## src/rtl/data_bus_xbar.sv

```systemverilog
// Command-queued data crossbar: moves one source word per cycle into any subset of
// destination registers, with a registered data word and one-cycle load strobe per destination.
module data_bus_xbar #(
  parameter int WIDTH     = 8,
  parameter int NUM_SRC   = 12,
  parameter int NUM_DST   = 11,
  parameter int SEL_W     = 4,
  parameter int CMD_DEPTH = 4,
  parameter int CNT_W     = 3
) (
  input  logic                       clk,
  input  logic                       reset_n,
  input  logic [NUM_SRC*WIDTH-1:0]   src_data,
  input  logic                       cmd_valid,
  output logic                       cmd_ready,
  input  logic [SEL_W-1:0]           cmd_src,
  input  logic [NUM_DST-1:0]         cmd_dst_mask,
  input  logic                       hold,
  output logic [NUM_DST*WIDTH-1:0]   dst_data,
  output logic [NUM_DST-1:0]         dst_load,
  output logic [CNT_W-1:0]           cmd_count,
  output logic                       busy,
  output logic                       sel_err
);

  localparam int PTR_W = (CMD_DEPTH > 1) ? $clog2(CMD_DEPTH) : 1;
  localparam logic [CNT_W-1:0] FULL_CNT = CNT_W'(CMD_DEPTH);

  logic [SEL_W-1:0]   fifo_src  [CMD_DEPTH];
  logic [NUM_DST-1:0] fifo_mask [CMD_DEPTH];
  logic [PTR_W-1:0]   wr_ptr;
  logic [PTR_W-1:0]   rd_ptr;
  logic [CNT_W-1:0]   count;
  logic               push;
  logic               pop;
  logic [SEL_W-1:0]   head_src;
  logic [NUM_DST-1:0] head_mask;
  logic               src_ok;
  logic [WIDTH-1:0]   src_word;

  assign cmd_ready = (count != FULL_CNT);
  assign push      = cmd_valid && cmd_ready;
  assign pop       = (count != '0) && !hold;
  assign head_src  = fifo_src[rd_ptr];
  assign head_mask = fifo_mask[rd_ptr];
  assign src_ok    = ({1'b0, head_src} < (SEL_W+1)'(NUM_SRC));
  assign cmd_count = count;
  assign busy      = (count != '0);

  // Out-of-range selects match no source and therefore deliver zero.
  always_comb begin
    src_word = '0;
    for (int i = 0; i < NUM_SRC; i++) begin
      if (head_src == SEL_W'(i)) src_word = src_data[i*WIDTH +: WIDTH];
    end
  end

  always_ff @(posedge clk) begin
    if (push) begin
      fifo_src[wr_ptr]  <= cmd_src;
      fifo_mask[wr_ptr] <= cmd_dst_mask;
    end
  end

  always_ff @(posedge clk) begin
    if (reset_n) begin
      wr_ptr   <= '0;
      rd_ptr   <= '0;
      count    <= '0;
      dst_data <= '0;
      dst_load <= '0;
      sel_err  <= 1'b0;
    end else begin
      if (push) wr_ptr <= wr_ptr + PTR_W'(1);
      if (pop)  rd_ptr <= rd_ptr + PTR_W'(1);
      if (push && !pop)      count <= count + CNT_W'(1);
      else if (!push && pop) count <= count - CNT_W'(1);
      dst_load <= pop ? head_mask : '0;
      if (pop) begin
        for (int j = 0; j < NUM_DST; j++) begin
          if (head_mask[j]) dst_data[j*WIDTH +: WIDTH] <= src_word;
        end
        if (!src_ok) sel_err <= 1'b1;
      end
    end
  end

endmodule

```

## config.mk

```make
export PLATFORM = sky130hd
export DESIGN_NAME = data_bus_xbar
export DESIGN_NICKNAME = d
export VERILOG_FILES = /design/src/rtl/data_bus_xbar.sv
export SDC_FILE = /design/constraint.sdc
export NUM_CORES = 1
export LEC_CHECK = 0
export ABC_CLOCK_PERIOD_IN_PS = 2700
export CAP_MARGIN = 15
export CELL_PAD_IN_SITES_DETAIL_PLACEMENT = 1
export CELL_PAD_IN_SITES_GLOBAL_PLACEMENT = 2
export CORE_ASPECT_RATIO = 1.2
export CORE_UTILIZATION = 26
export CTS_CLUSTER_SIZE = 16
export DETAILED_ROUTE_END_ITERATION = 8
export GPL_TIMING_DRIVEN = 0
export PLACE_DENSITY = 0.82
export SYNTH_ARGS = -nofsm -noshare
export SYNTH_HDL_FRONTEND = slang
export SYNTH_SLANG_ARGS = --single-unit
```

## constraint.sdc

```tcl
create_clock -name clk -period 2.7 [get_ports clk]
set_clock_uncertainty 0.2 [all_clocks]
set_input_delay 0.675 -clock clk [delete_from_list [all_inputs] [get_ports clk]]
set_output_delay 0.675 -clock clk [all_outputs]
set_load 0.02 [all_outputs]
```

; After elaboration in Yosys (flattened, before gate mapping)
; Memories as Yosys holds them, arrays and structs flattened. A register that Yosys moved wholly into a read port is not among the register bits.
; Cells that the tools add are included.
[classes]
add_sub_neg = 4
n_lt_le_gt_ge = 1
eq_ne = 12
n_mux = 20
n_bitwise = 2
n_reduce_logical = 23
[op_table]
columns = cell, count
row1 = 8-bit 2-to-1 mux, 12
row2 = 2-bit AND reduction, 12
row3 = "4-bit by 3-bit == test with 1-bit output, second input constant", 4
row4 = "4-bit == test, second input constant", 4
row5 = "4-bit by 2-bit == test with 1-bit output, second input constant", 2
row6 = 2-bit 2-to-1 mux, 4
row7 = 3-bit 2-to-1 mux, 2
row8 = "2-bit by 1-bit adder with 2-bit output, second input constant", 2
row9 = "4-bit by 1-bit == test with 1-bit output, second input constant", 1
row10 = 1-bit logical AND, 4
row11 = 4-bit zero test, 1
row12 = "4-bit less-than comparator, second input constant", 1
row13 = "3-bit by 1-bit adder with 3-bit output, second input constant", 1
row14 = 1-bit zero test, 3
row15 = "3-bit != test, second input constant", 1
row16 = 3-bit nonzero test, 1
row17 = "3-bit by 1-bit subtractor with 3-bit output, second input constant", 1
row18 = 1-bit 2-to-1 mux, 2
row19 = 1-bit NOT, 2
row20 = 2-bit nonzero test, 1
row21 = 2-bit OR reduction, 1
[totals]
register_bits = 107
ramBits = 60
input_bits = 115
word_cells = 80
n_memories = 2
[memory_table]
columns = memory, depth, word_bits, read_ports, rd_clocked_by_memory_dff, write_ports, line
row1 = fifo_mask, 4, 11, 1, 1, 1, 30  ; logic [NUM_DST-1:0] fifo_mask [CMD_DEPTH];
row2 = fifo_src, 4, 4, 1, 1, 1, 29  ; logic [SEL_W-1:0] fifo_src [CMD_DEPTH];

; Longest topological paths before layout
; Gate-level depths: netlist of the first run.
[logic_depth]
word_depth = 13
mapped_depth = 12
mapped_depth_nobuf = 9

; Least setup slack after synthesis of the first run
; Ideal clock, no wire load.
[synth_path]
path_type = reg-to-reg
from = reg with a tool-made name
to = reg dst_data[7]
setup_ns = 0.127
arrival_time_ns = 2.343
slack_ns = 0.031
path_stages_with_launch = 13
path_buffers = 6
cell_sequence = dfxtp_1 buf_6 mux4_2 buf_6 buf_8 buf_8 buf_6 or3_1 nand4_1 o2111ai_1 a21oi_1 buf_4 o21ai_0
[synth_lines]
columns = item, line
row1 = "end signal, assigned by index", 81  ; if (head_mask[j]) dst_data[j*WIDTH +: WIDTH] <= src_word;
row2 = "end, declared", 19  ; output logic [NUM_DST*WIDTH-1:0] dst_data,

==> impl_metrics.ini, run 1 <==
[sta]
min_period_ns = 2.95
period_share_pct = 109
tightest_slew_ns = 0.822
fmax_ghz = 0.339
final-setup-viol-count = 88
finalHoldViolCount = 0
slew_violations = 0
finalWorstSetupSlack_ns = -0.248
tns_ns = -14.49
relSlewSlack_pct = 45.2
rsz0062_at_grt = yes

[placed_design]
portBuffers = 219
post-place-ws_ns = -0.773
hpwl_um = 18200
place_congestion = 0.846
dp.cells = 1173
place_area_sq_um = 9430

[floorplanning]
rows = 64
fp.coreArea_sq_um = 25600
die_x_um = 150
start_util_pct = 26.7
die_h_um = 180
die_area_sq_um = 26900
io_pins = 220

[logic_synthesis]
yosysWarnings = 0
syn_inst = 624
synth-seq-cells = 169
yosysSeqAreaShare_pct = 58.3
postSynthAreaPerCell_sq_um = 10.9
syn-num-nets = 745
synth_edf_count = 60
synth_area_sq_um = 6830
yosysUniqueCellTypes = 42
synth-async-reset-ratio_pct = 0
synthFlopType = dfxtp_1

[setup_path]
crit_type = reg -> reg
cp-end-kind = flop
cp.arrival_ns = 3.09
worstRegToRegCells = 11
start_kind = flop
r2r_slack_ns = -0.25
required_ns = 2.84
cp_max_fo = 10
timing.rr.end = dst_data[24]

[route]
top_layer = met4
vias = 5995
drc_errors = 0
drtIter0Drc = 239
dr.pass1.iters = 4
viasPerCell = 4.83
wl_met2_um = 13700
ant_nets = 0
wl_met1_um = 10900
wirelength_um = 26200
wl_per_cell_um = 21.1
wl_met3_um = 859

[cts]
cts_tree = done
cts_root_buf = clkbuf_16
clk_latency_ns = 0.43
clockBufferDepth = 2
cts_buffers = 17
cts.reportedPaths.clkPinSlew_ns = 0.07
cts.sinks = 169
h-tree-depth = 4

[job]
max-cap-violations = 0

[pwr]
p_leak_nw = 3.92
ir_drop_mv = 0.461
powerDensity_nw_per_um2 = 1090

[global_routing]
grt_pass1_vias = 6283
track_usage_pct = 19.6
antenna_found_initial = 3
grt_start_max_net_pins = 19
grt_pass1_wl_um = 38800
grt_overflow_total = 0

[hold_path]
min_to = dst_data[47]
hold_depth = 2
hp-class = reg -> reg
hp-start = dst_data[47]

[outcome]
status = finished, violations left
violations = negative setup slack

[layout]
layout_common_cells = clkdlybuf4s50_1 (219), dfxtp_1 (106), nand2_1 (105), edfxtp_1 (60), o21ai_1 (43)
utilization_pct = 42.6
fin_cells = 1241
final_common_cell = clkdlybuf4s50_1
num-fill-cells = 2804
drive_gt1_share_pct = 23.3
final_cell_area_sq_um = 10900
fin_nets = 1016
synthToLayoutAreaGrowth_pct = 60.0
worst max-delay path by stage:
stage	end	slack (ns)
2_1_floorplan	dst_data[7]	0.03
3_3_place_gp	dst_data[84]	-0.71
3_5_place_dp	dst_data[84]	-0.77
4_1_cts	dst_data[15]	-0.25
5_1_grt	dst_data[7]	-0.32
6_report	dst_data[24]	-0.25
cell type report:
cell class	count	area, sq um	area share (%)
Antenna cell	3	7.51	0.0687
Tap cell	330	413	3.78
Multi-Input combinational cell	395	2970	27.2
Buffer	34	323	2.95
Timing Repair Buffer	254	2550	23.4
Clock inverter	15	154	1.41
Sequential cell	169	3990	36.5
Clock buffer	17	425	3.89
Inverter	24	90.1	0.825
sequential cells by signal, indices dropped and copies added (netlist names), named ones only:
register,flops
dst_load,11
sel_err,1
fifo_mask,44
rd_ptr,2
cmd_count,3
wr_ptr,2
dst_data,88
fifo_src,16
synthesized netlist by cell type, types with 2 or more instances:
cell,instances,area share (%)
edfxtp_1,60,26
clkbuf_1,11,0.60
a221oi_1,7,0.90
mux2_2,14,2.3
nand2b_1,9,0.82
and3b_1,2,0.26
a21oi_1,31,2.3
nand4_1,7,0.64
buf_8,2,0.44
a31oi_1,8,0.73
o21ai_0,81,5.9
ha_1,5,0.92
o21ai_1,5,0.37
inv_1,24,1.3
buf_2,16,1.2
or3_1,10,0.92
o31ai_1,10,1.1
and3_1,4,0.37
or2_2,7,0.64
nor2b_1,3,0.27
dfxtp_1,109,32
o2111ai_1,7,0.90
xnor2_1,2,0.26
nand2_1,105,5.8
a22oi_1,25,2.7
buf_6,6,0.99
xor2_1,3,0.38
nor2_1,19,1.0
mux4_2,16,5.3
mux2i_1,4,0.59
what timing repair did:
| action | CTS | global route |
|---|---|---|
| hold buffers | 0 | 0 |
| pin swaps | 31 | 26 |
| buffers inserted | 25 | 3 |
| resized for setup | 135 | 74 |
| endpoints found under the setup margin | 99 | 91 |
| cloned | 9 | 0 |
per-layer routing:
layer / vias up / global-route usage [%]
met4: 0 / 7.88
met2: 153 / 34.7
met1: 2983 / 23.4
met3: 40 / 3.12
met5: - / 0
li1: 2819 / -
cell families after synthesis:
logic type,after synthesis,synth area share (%)
AO/OA/AOI/OAI,178,15.5
XOR/XNOR,5,0.641
adder cells (fa/ha/maj),6,1.21
buffers and inverters,60,4.64
flip-flops,169,58.3
multiplexers,35,8.34
AND/OR/NAND/NOR,171,11.3
per-stage QoR:
stage / power, mW / hold slack, ns
final: 11.9 / 0.245
after global routing: 12.5 / 0.260
after CTS: 11.7 / 0.252
after detailed placement: 7.90 / 0.244
after global placement: 7.81 / 0.234
after floorplan: 5.86 / 0.285
power breakdown:
group	internal, mW	leakage (nW)	total, mW	switching, mW
combinational	2.73	2.21	6.14	3.41
sequential	3.11	1.44	3.37	0.261
clock	1.23	0.278	2.37	1.14
total	7.07	3.92	11.9	4.82
critical path: stages, from the launching register on:
cell and delay, ns:
dfxtp_2 0.32, buf_6 0.11, buf_4 0.14, mux4_2 0.55, nand2b_4 0.16, buf_4 0.16, or3_4 0.39, buf_6 0.16
o2111ai_1 0.13, a21oi_2 0.11, buf_6 0.17, o21ai_0 0.23
(Power assumes the default switching activity.)
==> inputs of run 2 (changes only) <==
--- a/config.mk
+++ b/config.mk
@@ -5,16 +5,17 @@
 export SDC_FILE = /design/constraint.sdc
 export NUM_CORES = 1
 export LEC_CHECK = 0
+export ABC_AREA = 1
 export ABC_CLOCK_PERIOD_IN_PS = 2700
 export CAP_MARGIN = 15
 export CELL_PAD_IN_SITES_DETAIL_PLACEMENT = 1
 export CELL_PAD_IN_SITES_GLOBAL_PLACEMENT = 2
 export CORE_ASPECT_RATIO = 1.2
-export CORE_UTILIZATION = 26
+export CORE_UTILIZATION = 25
 export CTS_CLUSTER_SIZE = 16
 export DETAILED_ROUTE_END_ITERATION = 8
 export GPL_TIMING_DRIVEN = 0
-export PLACE_DENSITY = 0.82
+export PLACE_DENSITY = 0.81
 export SYNTH_ARGS = -nofsm -noshare
 export SYNTH_HDL_FRONTEND = slang
 export SYNTH_SLANG_ARGS = --single-unit
==> run 2 against run 1 <==
Against the previous run:
- the run now ends clean
- synthesized cell count rose by 64%
- combinational power rose by 12%
- area after synthesis up 22%
- first-iteration DRC count is 35% higher
- critical path type unchanged
- critical endpoint is now dst_data[87]
- largest cell class unchanged
- highest routed layer unchanged
==> impl_metrics.ini, run 2 <==
[layout]
largest_reg_flops = 88
utilization_pct = 36.7
layout_common_cells = clkdlybuf4s50_1 (218), nor2_1 (211), nand2_1 (184), inv_1 (119), dfxtp_1 (108)
fin_cells = 1737
num-fill-cells = 3860
fin_nets = 1398
synthToLayoutAreaGrowth_pct = 43.4
largest_register = dst_data
reg_top3 = dst_data (88), fifo_mask (44), fifo_src (16)
final_common_cell = clkdlybuf4s50_1
drive_gt1_share_pct = 18.8

[sta]
fmax_ghz = 0.386
period_share_pct = 96.0
relSlewSlack_pct = 39.7
min_period_ns = 2.59
finalWorstSetupSlack_ns = 0.109
tns_ns = 0
final-setup-viol-count = 0
slew_violations = 0
tightest_slew_ns = 0.904
finalHoldViolCount = 0

[route]
wirelength_um = 30000
ant_nets = 0
drc_errors = 0
viasPerCell = 4.27
dr.pass1.iters = 4
drtIter0Drc = 323
vias = 7413
wl_per_cell_um = 17.2

[floorplanning]
fp.coreArea_sq_um = 32500
die_area_sq_um = 34000
die_h_um = 202
io_pins = 220
rows = 72
die_x_um = 169
start_util_pct = 25.6

[logic_synthesis]
synth.area.top_cells = dfxtp_1 (26%), edfxtp_1 (22%), nor2_1 (9.6%)
synth_area_sq_um = 8330
yosysSeqAreaShare_pct = 47.9
synth_largest_area_cell = dfxtp_1
synth_top_area_share_pct = 26.2
synth_edf_count = 60
syn-num-nets = 1144
yosysWarnings = 0
synth_top_cells_by_count = nor2_1 (212), nand2_1 (191), inv_1 (122)
yosysUniqueCellTypes = 36
synthFlopType = dfxtp_1
yosysMostFrequentCell = nor2_1
postSynthAreaPerCell_sq_um = 8.14
synth-async-reset-ratio_pct = 0
syn_inst = 1023
synth-seq-cells = 169

[cts]
cts.reportedPaths.clkPinSlew_ns = 0.07
h-tree-depth = 4
clk_latency_ns = 0.43
cts_hold_buf = 0
cts_tree = done
cts_root_buf = clkbuf_16
cts.sinks = 169
clockBufferDepth = 2
cts_buffers = 17

[outcome]
status = finished, final reports clean

[setup_path]
timing.rr.end = dst_data[87]
cp.arrival_ns = 2.73
worstRegToRegCells = 10
crit_type = reg -> reg
cp-end-kind = flop
required_ns = 2.84
cp_max_fo = 10
r2r_slack_ns = 0.11
start_kind = flop

[hold_path]
hold_depth = 2
min_to = rd_ptr[1]
hp-start = rd_ptr[1]
hp-class = reg -> reg

[placed_design]
place_congestion = 0.847
hpwl_um = 22400
post-place-ws_ns = -0.807
dp.cells = 1688
portBuffers = 218

[pwr]
ir_drop_mv = 0.478
seqPwrFrac_pct = 28.1
p_leak_nw = 5.10
p_clk_share_pct = 18.6
internal_power_mw = 7.25
p_sw_mw = 5.65
power.total_mw = 12.9
switching_share_pct = 43.8
powerDensity_nw_per_um2 = 1080
pwr-share-comb_pct = 53.3

[global_routing]
antenna_found_initial = 2
grt_pass1_vias = 7581
grt_overflow_total = 0
track_usage_pct = 17.6
grt_start_max_net_pins = 17
grt_pass1_wl_um = 44400

[job]
max-cap-violations = 0
-- run 2: cell count changes in the layout (fill, tap and decap cells not counted), sizes merged, moves of 16 or more --
cell / delta
a21oi: -17
mux4: -16
o21ai: -46
nor2: +222
nand2: +104
inv: +111
a22oi: -25
nand3: +118
-- run 2: kinds of logic after synthesis --
kind of cell             Yosys count  synth area share, %
AO/OA/AOI/OAI                     68                 4.40
XOR/XNOR                           1                0.105
adder cells (fa/ha/maj)            6                0.992
buffers and inverters            192                 11.1
flip-flops                       169                 47.9
AND/OR/NAND/NOR                  587                 35.5
-- run 2: worst max-delay path, cell delays in order (launching register included) --
cell	delay (ns)
dfxtp_4	0.40
buf_8	0.15
clkbuf_1	0.47
nor2_1	0.13
o22ai_1	0.27
nand2_1	0.18
inv_2	0.16
buf_2	0.28
nand3_1	0.13
nand2_1	0.08
inv_1	0.03
-- run 2: area by class of cell --
class | count | area [sq um] | share of cell area, %
diodes | 3 | 7.51 | 0.0629
plain buffers | 51 | 422 | 3.53
clock buffers | 18 | 429 | 3.60
clock inverters | 14 | 143 | 1.19
inverters | 141 | 562 | 4.71
multi-input cells | 662 | 3490 | 29.2
flip-flops and latches | 169 | 3990 | 33.4
well taps | 444 | 556 | 4.65
repair buffers | 235 | 2340 | 19.6
-- run 2: what timing repair did --
action	4_1_cts	5_1_grt
setup endpoints to repair	35	86
cloned	0	2
setup buffers	0	12
pin swaps	0	13
resized for setup	3	45
-- run 2: how the worst max path moves through the flow --
| stage | endpoint | startpoint | slack (ns) | cells after the start |
|---|---|---|---|---|
| global route | dst_data[10] | flop | -0.02 | 18 |
| finish | dst_data[87] | flop | 0.11 | 10 |
| global placement | cmd_count[1] | hold | -0.77 | 9 |
| CTS | dst_data[25] | flop | 0.02 | 16 |
| detailed placement | cmd_count[1] | hold | -0.81 | 9 |
| floorplan | cmd_count[1] | hold | 0.13 | 8 |
-- run 2: metrics by stage --
step                      hold WS, ns  cell area (sq um)
after floorplan                 0.236               8330
after global placement          0.253              11100
after detailed placement        0.265              11100
after CTS                       0.277              11700
after global routing            0.305              11900
final                           0.275              11900
-- run 2: layer usage --
metal  track usage, %  routed length, um  vias up
met2             32.4              15900      146
met1             21.0              12600     3519
met3             2.49                868       27
met4             5.32                589        0
li1                 -                  -     3721
met5                0                  0        -
-- run 2: power by group through the flow --
stage	Clock [mW]	Combinational, mW	Sequential [mW]
after floorplan	0	3.54	4.13
after global placement	0	6.41	3.68
after detailed placement	0	6.53	3.68
after CTS	2.45	6.58	3.63
after global routing	2.55	7.51	3.69
final	2.40	6.88	3.63
